[src/rtl/mod_99_rx_smd_decode.sv]
// Receive-side byte staging FIFO for the MAC Merge path: tags each RS byte by
// its frame position and pre-decodes SMD / fragment-count codes at the FIFO head.
module mod_99_rx_smd_decode #(
  parameter int DEPTH = 4
) (
  input  logic       clk,
  input  logic       reset_begin,
  input  logic [7:0] rxd,
  input  logic       rx_dv,
  input  logic       rx_er,
  input  logic       rx_byte_strobe,
  input  logic       p_rx_byte_sent,
  output logic       r_rx_dv,
  output logic [7:0] r_rx_data,
  output logic       r_byte_ready,
  output logic       pream,
  output logic       s,
  output logic       c,
  output logic       e,
  output logic       v,
  output logic       r,
  output logic       err,
  output logic [1:0] c_frame_cnt,
  output logic [1:0] rx_frame_cnt,
  output logic [2:0] rx_frag_cnt,
  output logic       rx_overflow
);
  localparam int AW = $clog2(DEPTH);
  localparam logic [1:0] KIND_PRE  = 2'd0;
  localparam logic [1:0] KIND_SMD  = 2'd1;
  localparam logic [1:0] KIND_FRAG = 2'd2;
  localparam logic [1:0] KIND_DATA = 2'd3;
  localparam logic [AW:0] PTR_ONE  = {{AW{1'b0}}, 1'b1};

  typedef enum logic [1:0] {ST_IDLE, ST_PRE, ST_FRAG, ST_DATA} in_state_e;

  // {hit, index} for the S set, which is also the fragment-count code set
  function automatic logic [2:0] s_code(input logic [7:0] d);
    case (d)
      8'hE6:   s_code = 3'b100;
      8'h4C:   s_code = 3'b101;
      8'h7F:   s_code = 3'b110;
      8'hB3:   s_code = 3'b111;
      default: s_code = 3'b000;
    endcase
  endfunction

  function automatic logic [2:0] c_code(input logic [7:0] d);
    case (d)
      8'h61:   c_code = 3'b100;
      8'h52:   c_code = 3'b101;
      8'h9E:   c_code = 3'b110;
      8'h2A:   c_code = 3'b111;
      default: c_code = 3'b000;
    endcase
  endfunction

  in_state_e   state_r, state_nxt_s;
  logic [AW:0] wptr_r, rptr_r;
  logic [11:0] mem_r [DEPTH];
  logic        eof_pend_r;
  logic [11:0] head_s, wdata_s;
  logic        empty_s, full_s, head_eof_s, head_byte_s, pop_s, space_s;
  logic        push_byte_s, eof_req_s, start_s, wr_eof_s, wr_byte_s, drop_s;
  logic [1:0]  push_kind_s, head_kind_s;
  logic [7:0]  head_data_s;
  logic        head_er_s;
  logic [2:0]  in_c_s, head_sc_s, head_cc_s;

  assign empty_s     = (wptr_r == rptr_r);
  assign full_s      = (wptr_r[AW] != rptr_r[AW]) && (wptr_r[AW-1:0] == rptr_r[AW-1:0]);
  assign head_s      = mem_r[rptr_r[AW-1:0]];
  assign head_data_s = head_s[11:4];
  assign head_er_s   = head_s[3];
  assign head_kind_s = head_s[2:1];
  assign head_eof_s  = head_s[0];
  assign head_byte_s = !empty_s && !head_eof_s;
  assign head_sc_s   = s_code(head_data_s);
  assign head_cc_s   = c_code(head_data_s);
  assign in_c_s      = c_code(rxd);
  // an eof head leaves on its own after one cycle so r_rx_dv can drop
  assign pop_s       = !empty_s && (head_eof_s || p_rx_byte_sent);
  assign space_s     = !full_s || pop_s;

  // Input FSM: classify each strobed byte and request an eof when rx_dv drops
  always_comb begin
    state_nxt_s = state_r;
    push_byte_s = 1'b0;
    push_kind_s = KIND_DATA;
    eof_req_s   = 1'b0;
    start_s     = 1'b0;
    case (state_r)
      ST_IDLE, ST_PRE: begin
        if ((state_r != ST_IDLE) && !rx_dv) begin
          eof_req_s   = 1'b1;
          state_nxt_s = ST_IDLE;
        end else if (rx_dv && rx_byte_strobe) begin
          start_s     = (state_r == ST_IDLE);
          push_byte_s = 1'b1;
          if (rxd == 8'h55) begin
            push_kind_s = KIND_PRE;
            state_nxt_s = ST_PRE;
          end else begin
            push_kind_s = KIND_SMD;
            state_nxt_s = in_c_s[2] ? ST_FRAG : ST_DATA;
          end
        end else begin
          state_nxt_s = state_r;
        end
      end
      ST_FRAG: begin
        if (!rx_dv) begin
          eof_req_s   = 1'b1;
          state_nxt_s = ST_IDLE;
        end else if (rx_byte_strobe) begin
          push_byte_s = 1'b1;
          push_kind_s = KIND_FRAG;
          state_nxt_s = ST_DATA;
        end else begin
          state_nxt_s = ST_FRAG;
        end
      end
      ST_DATA: begin
        if (!rx_dv) begin
          eof_req_s   = 1'b1;
          state_nxt_s = ST_IDLE;
        end else if (rx_byte_strobe) begin
          push_byte_s = 1'b1;
          push_kind_s = KIND_DATA;
        end else begin
          state_nxt_s = ST_DATA;
        end
      end
      default: state_nxt_s = ST_IDLE;
    endcase
  end

  // Write-port arbitration: a pending or fresh eof owns the slot, bytes yield
  always_comb begin
    wr_eof_s  = 1'b0;
    wr_byte_s = 1'b0;
    drop_s    = 1'b0;
    wdata_s   = 12'h000;
    if (eof_pend_r || eof_req_s) begin
      wr_eof_s = space_s;
      wdata_s  = 12'h001;
      drop_s   = push_byte_s;
    end else if (push_byte_s) begin
      wr_byte_s = space_s;
      drop_s    = !space_s;
      wdata_s   = {rxd, rx_er, push_kind_s, 1'b0};
    end else begin
      wdata_s = 12'h000;
    end
  end

  // Head classification; everything reads 0 while the head is empty or eof
  always_comb begin
    r_byte_ready = head_byte_s;
    r_rx_data    = 8'h00;
    pream        = 1'b0;
    s            = 1'b0;
    c            = 1'b0;
    e            = 1'b0;
    v            = 1'b0;
    r            = 1'b0;
    err          = 1'b0;
    c_frame_cnt  = 2'd0;
    rx_frag_cnt  = 3'd0;
    if (head_byte_s) begin
      r_rx_data   = head_data_s;
      pream       = (head_kind_s == KIND_PRE) && (head_data_s == 8'h55);
      s           = (head_kind_s == KIND_SMD) && head_sc_s[2];
      c           = (head_kind_s == KIND_SMD) && head_cc_s[2];
      e           = (head_kind_s == KIND_SMD) && (head_data_s == 8'hD5);
      v           = (head_kind_s == KIND_SMD) && (head_data_s == 8'h07);
      r           = (head_kind_s == KIND_SMD) && (head_data_s == 8'h19);
      err         = head_er_s || ((head_kind_s == KIND_SMD) && !head_sc_s[2] && !head_cc_s[2]
                    && (head_data_s != 8'hD5) && (head_data_s != 8'h07) && (head_data_s != 8'h19));
      c_frame_cnt = c ? head_cc_s[1:0] : 2'd0;
      rx_frag_cnt = ((head_kind_s == KIND_FRAG) && head_sc_s[2]) ? {1'b0, head_sc_s[1:0]} : 3'b100;
    end else begin
      r_rx_data = 8'h00;
    end
  end

  // Control state, FIFO pointers and the registered status outputs
  always_ff @(posedge clk or posedge reset_begin) begin
    if (reset_begin) begin
      state_r      <= ST_IDLE;
      wptr_r       <= '0;
      rptr_r       <= '0;
      eof_pend_r   <= 1'b0;
      r_rx_dv      <= 1'b0;
      rx_frame_cnt <= 2'd0;
      rx_overflow  <= 1'b0;
    end else begin
      state_r    <= state_nxt_s;
      eof_pend_r <= (eof_pend_r || eof_req_s) && !space_s;
      if (wr_eof_s || wr_byte_s) wptr_r <= wptr_r + PTR_ONE;
      if (pop_s) rptr_r <= rptr_r + PTR_ONE;
      if (!empty_s) r_rx_dv <= !head_eof_s;
      if (pop_s && s) rx_frame_cnt <= head_sc_s[1:0];
      if (drop_s) rx_overflow <= 1'b1;
      else if (start_s) rx_overflow <= 1'b0;
    end
  end

  // FIFO storage; contents are only observed through a valid head
  always_ff @(posedge clk) begin
    if (wr_eof_s || wr_byte_s) mem_r[wptr_r[AW-1:0]] <= wdata_s;
  end

endmodule
[config.mk]
export PLATFORM = sky130hd
export DESIGN_NAME = mod_99_rx_smd_decode
export DESIGN_NICKNAME = d
export VERILOG_FILES = /design/src/rtl/mod_99_rx_smd_decode.sv
export SDC_FILE = /design/constraint.sdc
export NUM_CORES = 1
export LEC_CHECK = 0
export ABC_AREA = 0
export CAP_MARGIN = 5
export CORE_AREA = 2 2 119 63
export DETAILED_ROUTE_END_ITERATION = 6
export DIE_AREA = 0 0 121 65
export DONT_BUFFER_PORTS = 1
export HOLD_SLACK_MARGIN = 0.05
export PLACE_DENSITY = 0.71
export SLEW_MARGIN = 20
export SYNTH_ARGS = -nofsm -noshare
export SYNTH_HDL_FRONTEND = slang
export SYNTH_SLANG_ARGS = --single-unit
[constraint.sdc]
create_clock -name clk -period 5.2 [get_ports clk]
set_clock_uncertainty 0.15 [all_clocks]
set_input_delay 0.52 -clock clk [delete_from_list [all_inputs] [get_ports clk]]
set_output_delay 0.52 -clock clk [all_outputs]
set_load 0.01 [all_outputs]
* Word-level counts from Yosys, hierarchy flattened *
Memories as Yosys holds them, arrays and structs flattened.
Index checks and enable logic that the tools add are counted.

storage, ports and cells
  register bits after elaboration = 13
  memory bits (writable) = 48
  input bits = 14
  output and inout port bits = 25
  logic and storage cells = 130
  memories = 1

memory list
  memory  words  width  read ports  clocked after Yosys merged registers in  write ports  line  source
  mem_r   4      12     1           0                                        1            60    logic [11:0] mem_r [DEPTH];

cells by class
  $add $sub $neg = 2
  eq/ne operators = 30
  mux-type cells = 52
  reduce and logical (&&, ||, !) cells = 38

operators with widths
  cell                                                    number
  == test 8 x 7 -> 1 bit (second input constant)          8
  == test 8 bit (second input constant)                   5
  one-hot mux 3 bit (4 select lines)                      3
  two-way mux 1 bit                                       30
  two-way mux 12 bit                                      2
  two-way mux 2 bit                                       10
  logical AND 1 bit                                       19
  == test 8 x 6 -> 1 bit (second input constant)          2
  one-hot mux 2 bit (3 select lines)                      2
  == test 8 x 3 -> 1 bit (second input constant)          1
  == test 8 x 5 -> 1 bit (second input constant)          1
  two-way mux 8 bit                                       1
  inequality test 8 x 3 -> 1 bit (second input constant)  1
  inequality test 8 x 5 -> 1 bit (second input constant)  1
  inequality test 8 bit (second input constant)           1
  logical NOT 1 bit                                       7
  adder 3 x 1 -> 3 bit (second input constant)            2
  == test 2 bit (second input constant)                   3
  two-way mux 3 bit                                       2
  inequality test 3 bit (second input constant)           2
  logical OR 1 bit                                        5
  == test 2 x 1 -> 1 bit (second input constant)          2
  logical NOT 2 bit                                       2
  one-hot mux 1 bit (2 select lines)                      2
  other kinds (6)                                         8

* Longest topological paths before layout *
An unclocked memory read counts as a cell.

  word-level depth = 11
  depth in mapped cells = 7
  gate-level depth less buffers = 5

* Worst setup path before layout *
No wires, ideal clock.

  path kind = reg-to-output
  from = register rptr_r[0]
  to = output port c_frame_cnt[0]
  arrival = 2041 ps
  required time = 4530 ps
  setup slack = 2489 ps
  cell stages (with the launch flop) = 8
  path buffers = 2
  cell sequence = dfrtp_1 -> buf_6 -> buf_12 -> mux4_2 -> and4bb_2 -> a22oi_1 -> o21a_1 -> nor3_1

on the way
  cells in the longest elaborated chain, start to end = 6
  elaborated cells on any way between the ends = 14
  those cells by class = 6 x eq/ne; 3 x mux; 4 x reduce/logical; 1 x memory

ends and longest elaborated chain
  item                                            line  source
  from (decl)                                     59    logic [AW:0] wptr_r, rptr_r;
  from (signal assigned)                          201   if (pop_s) rptr_r <= rptr_r + PTR_ONE;
  memory (4 x 12 bit)                             --
  == test 8 x 6 -> 1 bit (tied with other cells)  49    case (d)
  one-hot mux 3 bit (4 select lines)              49
  logical AND 1 bit                               174   c = (head_kind_s == KIND_SMD) && head_cc_s[2];
  two-way mux 2 bit                               180   c_frame_cnt = c ? head_cc_s[1:0] : 2'd0;
  two-way mux 2 bit (*)                           170   if (head_byte_s) begin
  to (decl)                                       23    output logic [1:0] c_frame_cnt,

Mark *: on every way between the ends. The rest lies on a longest branch, timed or not.

* Worst setup path in the final report *
  from = register rptr_r[0]
  to = output port err

on the way
  elaborated cells on any way between the ends = 28
  those cells by class = 13 x eq/ne; 3 x mux; 11 x reduce/logical; 1 x memory

RTL lines
  item                                                  line  source
  memory (4 x 12 bit) or == test 3 bit (tied branches)  --
  logical NOT 1 bit, on equally long branches           --
  logical AND 1 bit (*)                                 77    assign head_byte_s = !empty_s && !head_eof_s;
  named net r_byte_ready                                15    output logic r_byte_ready,
  two-way mux 1 bit (*)                                 170
  to (decl)                                             22    output logic err,

The timed path passes the listed nets; every way through them passes the cells marked *.

==> impl_metrics.py <==
metrics = {
    "clocking": {
        "cts.clk_slew.worst_paths_ns": 0.05,
        "cts_max_path_buffers": 2,
        "clkLatencyLatePin_ns": 0.32,
        "cts.sinks": 61,
        "root_buffer": "clkbuf_16",
        "cts_setup_buffers": 0,
        "tritoncts": "done",
        "cts_made_buffers": 9,
        "htreeDepth": 3,
    },
    "floorplan": {
        "start_util": 0.434,
        "coreArea_sq_mm": 0.00696,
        "num_rows": 22,
        "dieWidth_um": 121,
        "dieArea_sq_mm": 0.00787,
        "io_pins": 39,
        "fp.dieH_um": 65,
    },
    "yosys": {
        "synth_area_sq_mm": 0.00302,
        "postSynth.asyncResetShare": 0.213,
        "synth_top_flop_cell": "edfxtp_1",
        "synth-seq-area-share": 0.584,
        "synth_cell_types": 50,
        "syn_nets": 232,
        "avgSynthCellArea_sq_um": 14.2,
        "synth_area_leaders": "edfxtp_1, dfrtp_1, mux4_2",
        "synth_edf_count": 48,
        "syn_inst": 213,
        "yosys_warnings": 0,
        "ys_ff_latch": 61,
        "synth.top_cell.area_share": 0.477,
        "synth_largest_area_cell": "edfxtp_1",
    },
    "place": {
        "dp_hpwl_um": 4560,
        "dp_slack_ns": 1.62,
        "portBuffers": 0,
        "gp_congestion": 0.852,
    },
    "min_path": {
        "hold_path_class": "in -> reg",
    },
    "worst_setup_path": {
        "path_cells": "mux4_2 -> a31oi_2 -> nand3b_4 -> and3b_1 -> a32o_1",
        "crit_type": "reg -> out",
        "startpoint_type": "flip-flop",
        "crit_path_end_kind": "output pin",
        "crit_path_max_fanout": 15,
        "arrival_ns": 3.19,
        "crit_required_ns": 4.53,
        "cpPeakStageDelay_ns": 0.93,
        "cp_slowest_cell": "dfrtp_1",
    },
    "pwr": {
        "switching_share": 0.370,
        "power_switching_uw": 739,
        "seqPwrFrac": 0.379,
        "combPwrFrac": 0.367,
        "pwr-share-clk": 0.254,
        "p_int_uw": 1260,
        "vdd_drop_max_uv": 219,
        "leakage_uw": 0.00119,
        "powerDensity_mw_per_mm2": 593,
    },
    "timing": {
        "slew_viol_final": 0,
        "setup_ws_ns": 1.34,
        "period_share": 0.743,
        "fmax_mhz": 259,
        "tightest_slew_ns": 0.904,
        "setup_violations": 0,
        "period_needed_ns": 3.86,
        "hold_violations": 0,
        "relSlewSlack": 0.397,
        "rsz0062_at_grt": "no",
        "finalSetupTns_ns": 0,
    },
    "global_routing": {
        "grt_max_degree": 16,
        "antenna_found_initial": 0,
        "grt_pass1_vias": 1734,
        "grtUsageTotal": 0.176,
        "grt_overflow": 0,
        "grt_pass1_wl_um": 9850,
    },
    "finish": {
        "fin_util": 0.484,
        "num_antenna_cells": 0,
        "final_common_cell": "edfxtp_1",
        "fin_nets": 240,
        "final_cell_mix": "edfxtp_1, and2_1, nand2_1, nor2_1, dfrtp_1",
        "layout-drive-gt1-share": 0.168,
        "syn_to_final_growth_pct": 11.5,
    },
    "drt": {
        "ant_nets": 0,
        "route.detailed.drc": 0,
        "routed_wl_um": 6200,
        "drt-initial-drc-count": 154,
        "post_drt_wl_per_cell_um": 19.2,
        "vias_per_cell": 5.52,
        "first_pass_iters": 4,
        "num_vias": 1776,
    },
    "status": {
        "status": "finished clean",
    },
    "run": {
        "drv_cap": 0,
    },
}
## cell type report
type / instances / area [sq um]
Fill cell: 608 / 3590
Sequential cell: 61 / 1770
Multi-Input combinational cell: 141 / 1190
Clock buffer: 10 / 229
Tap cell: 96 / 120
Clock inverter: 6 / 30.0
Inverter: 7 / 26.3
Timing Repair Buffer: 1 / 10.0
## worst max-delay path, delay by kind of cell (launching register included)
kind | cells | cell delay, ns
multiplexers | 1 | 0.65
AND/OR/NAND/NOR | 2 | 0.46
flip-flops | 1 | 0.93
AO/OA/AOI/OAI | 2 | 0.82
## cell usage after synthesis, drive strengths merged, types with 5 or more instances
cell    count
edfxtp     48
and2       23
nand2      17
nor2       15
dfrtp      13
mux4       12
inv         7
nor3        7
o21ai       6
xnor2       6
ha          5
nand3       5
## cell families (layout without fill, tap and decap cells)
logic type,after synthesis,count (layout),synth area share
AO/OA/AOI/OAI,22,22,0.0629
adder cells (fa/ha/maj),5,5,0.0207
flip-flops,61,61,0.584
multiplexers,15,15,0.101
XOR/XNOR,7,7,0.0203
buffers and inverters,11,24,0.0224
AND/OR/NAND/NOR,92,92,0.188
## layer usage
layer  track usage  part of all wire  up-vias
li1              -                 -      831
met1         0.274              0.51      862
met2         0.218              0.39       81
met3        0.0695             0.098        2
met4        0.0567            0.0013        0
met5             0                 0        -
## metrics by stage
step | std cells | hold slack, ns | total power, uW | cell area, sq um
floorplan | 213 | 0.247 | 1360 | 3020
global placement | 305 | 0.329 | 1480 | 3100
detailed placement | 305 | 0.331 | 1500 | 3100
CTS | 322 | 0.149 | 2020 | 3370
global route | 322 | 0.168 | 2120 | 3370
finish | 322 | 0.166 | 2000 | 3370
## power by group through the flow
stage,sequential (uW),clock [uW],combinational (uW)
final,758,507,735
after global routing,776,542,805
after CTS,762,517,738
after detailed placement,770,0,734
after global placement,764,0,719
after floorplan,701,0,655
## sequential cells by signal, summed over array words and instances (netlist names)
signal,count
eof_pend_r,1
state_r,2
r_rx_dv,1
rx_frame_cnt,2
rx_overflow,1
mem_r,48
rptr_r,3
wptr_r,3
## final timing paths
path	start	end	slack, ns	cells after the start
max	rptr_r[0]	err	1.34	5
min	rx_dv	state_r[1]	0.17	2
max reg2reg	rptr_r[0]	rx_frame_cnt[0]	1.92	5
min reg2reg	wptr_r[2]	wptr_r[2]	0.34	1
max in group asynchronous	reset_begin	eof_pend_r	3.99	2
min in group asynchronous	reset_begin	rx_frame_cnt[0]	0.54	2
## what timing repair did
item | in CTS | in global routing
setup endpoints to repair | 0 | 0
resized for setup | 0 | 0
hold buffers | 1 | 0
endpoints found under the hold margin | 13 | 0
No activity file was read; power rests on OpenSTA's default activity.
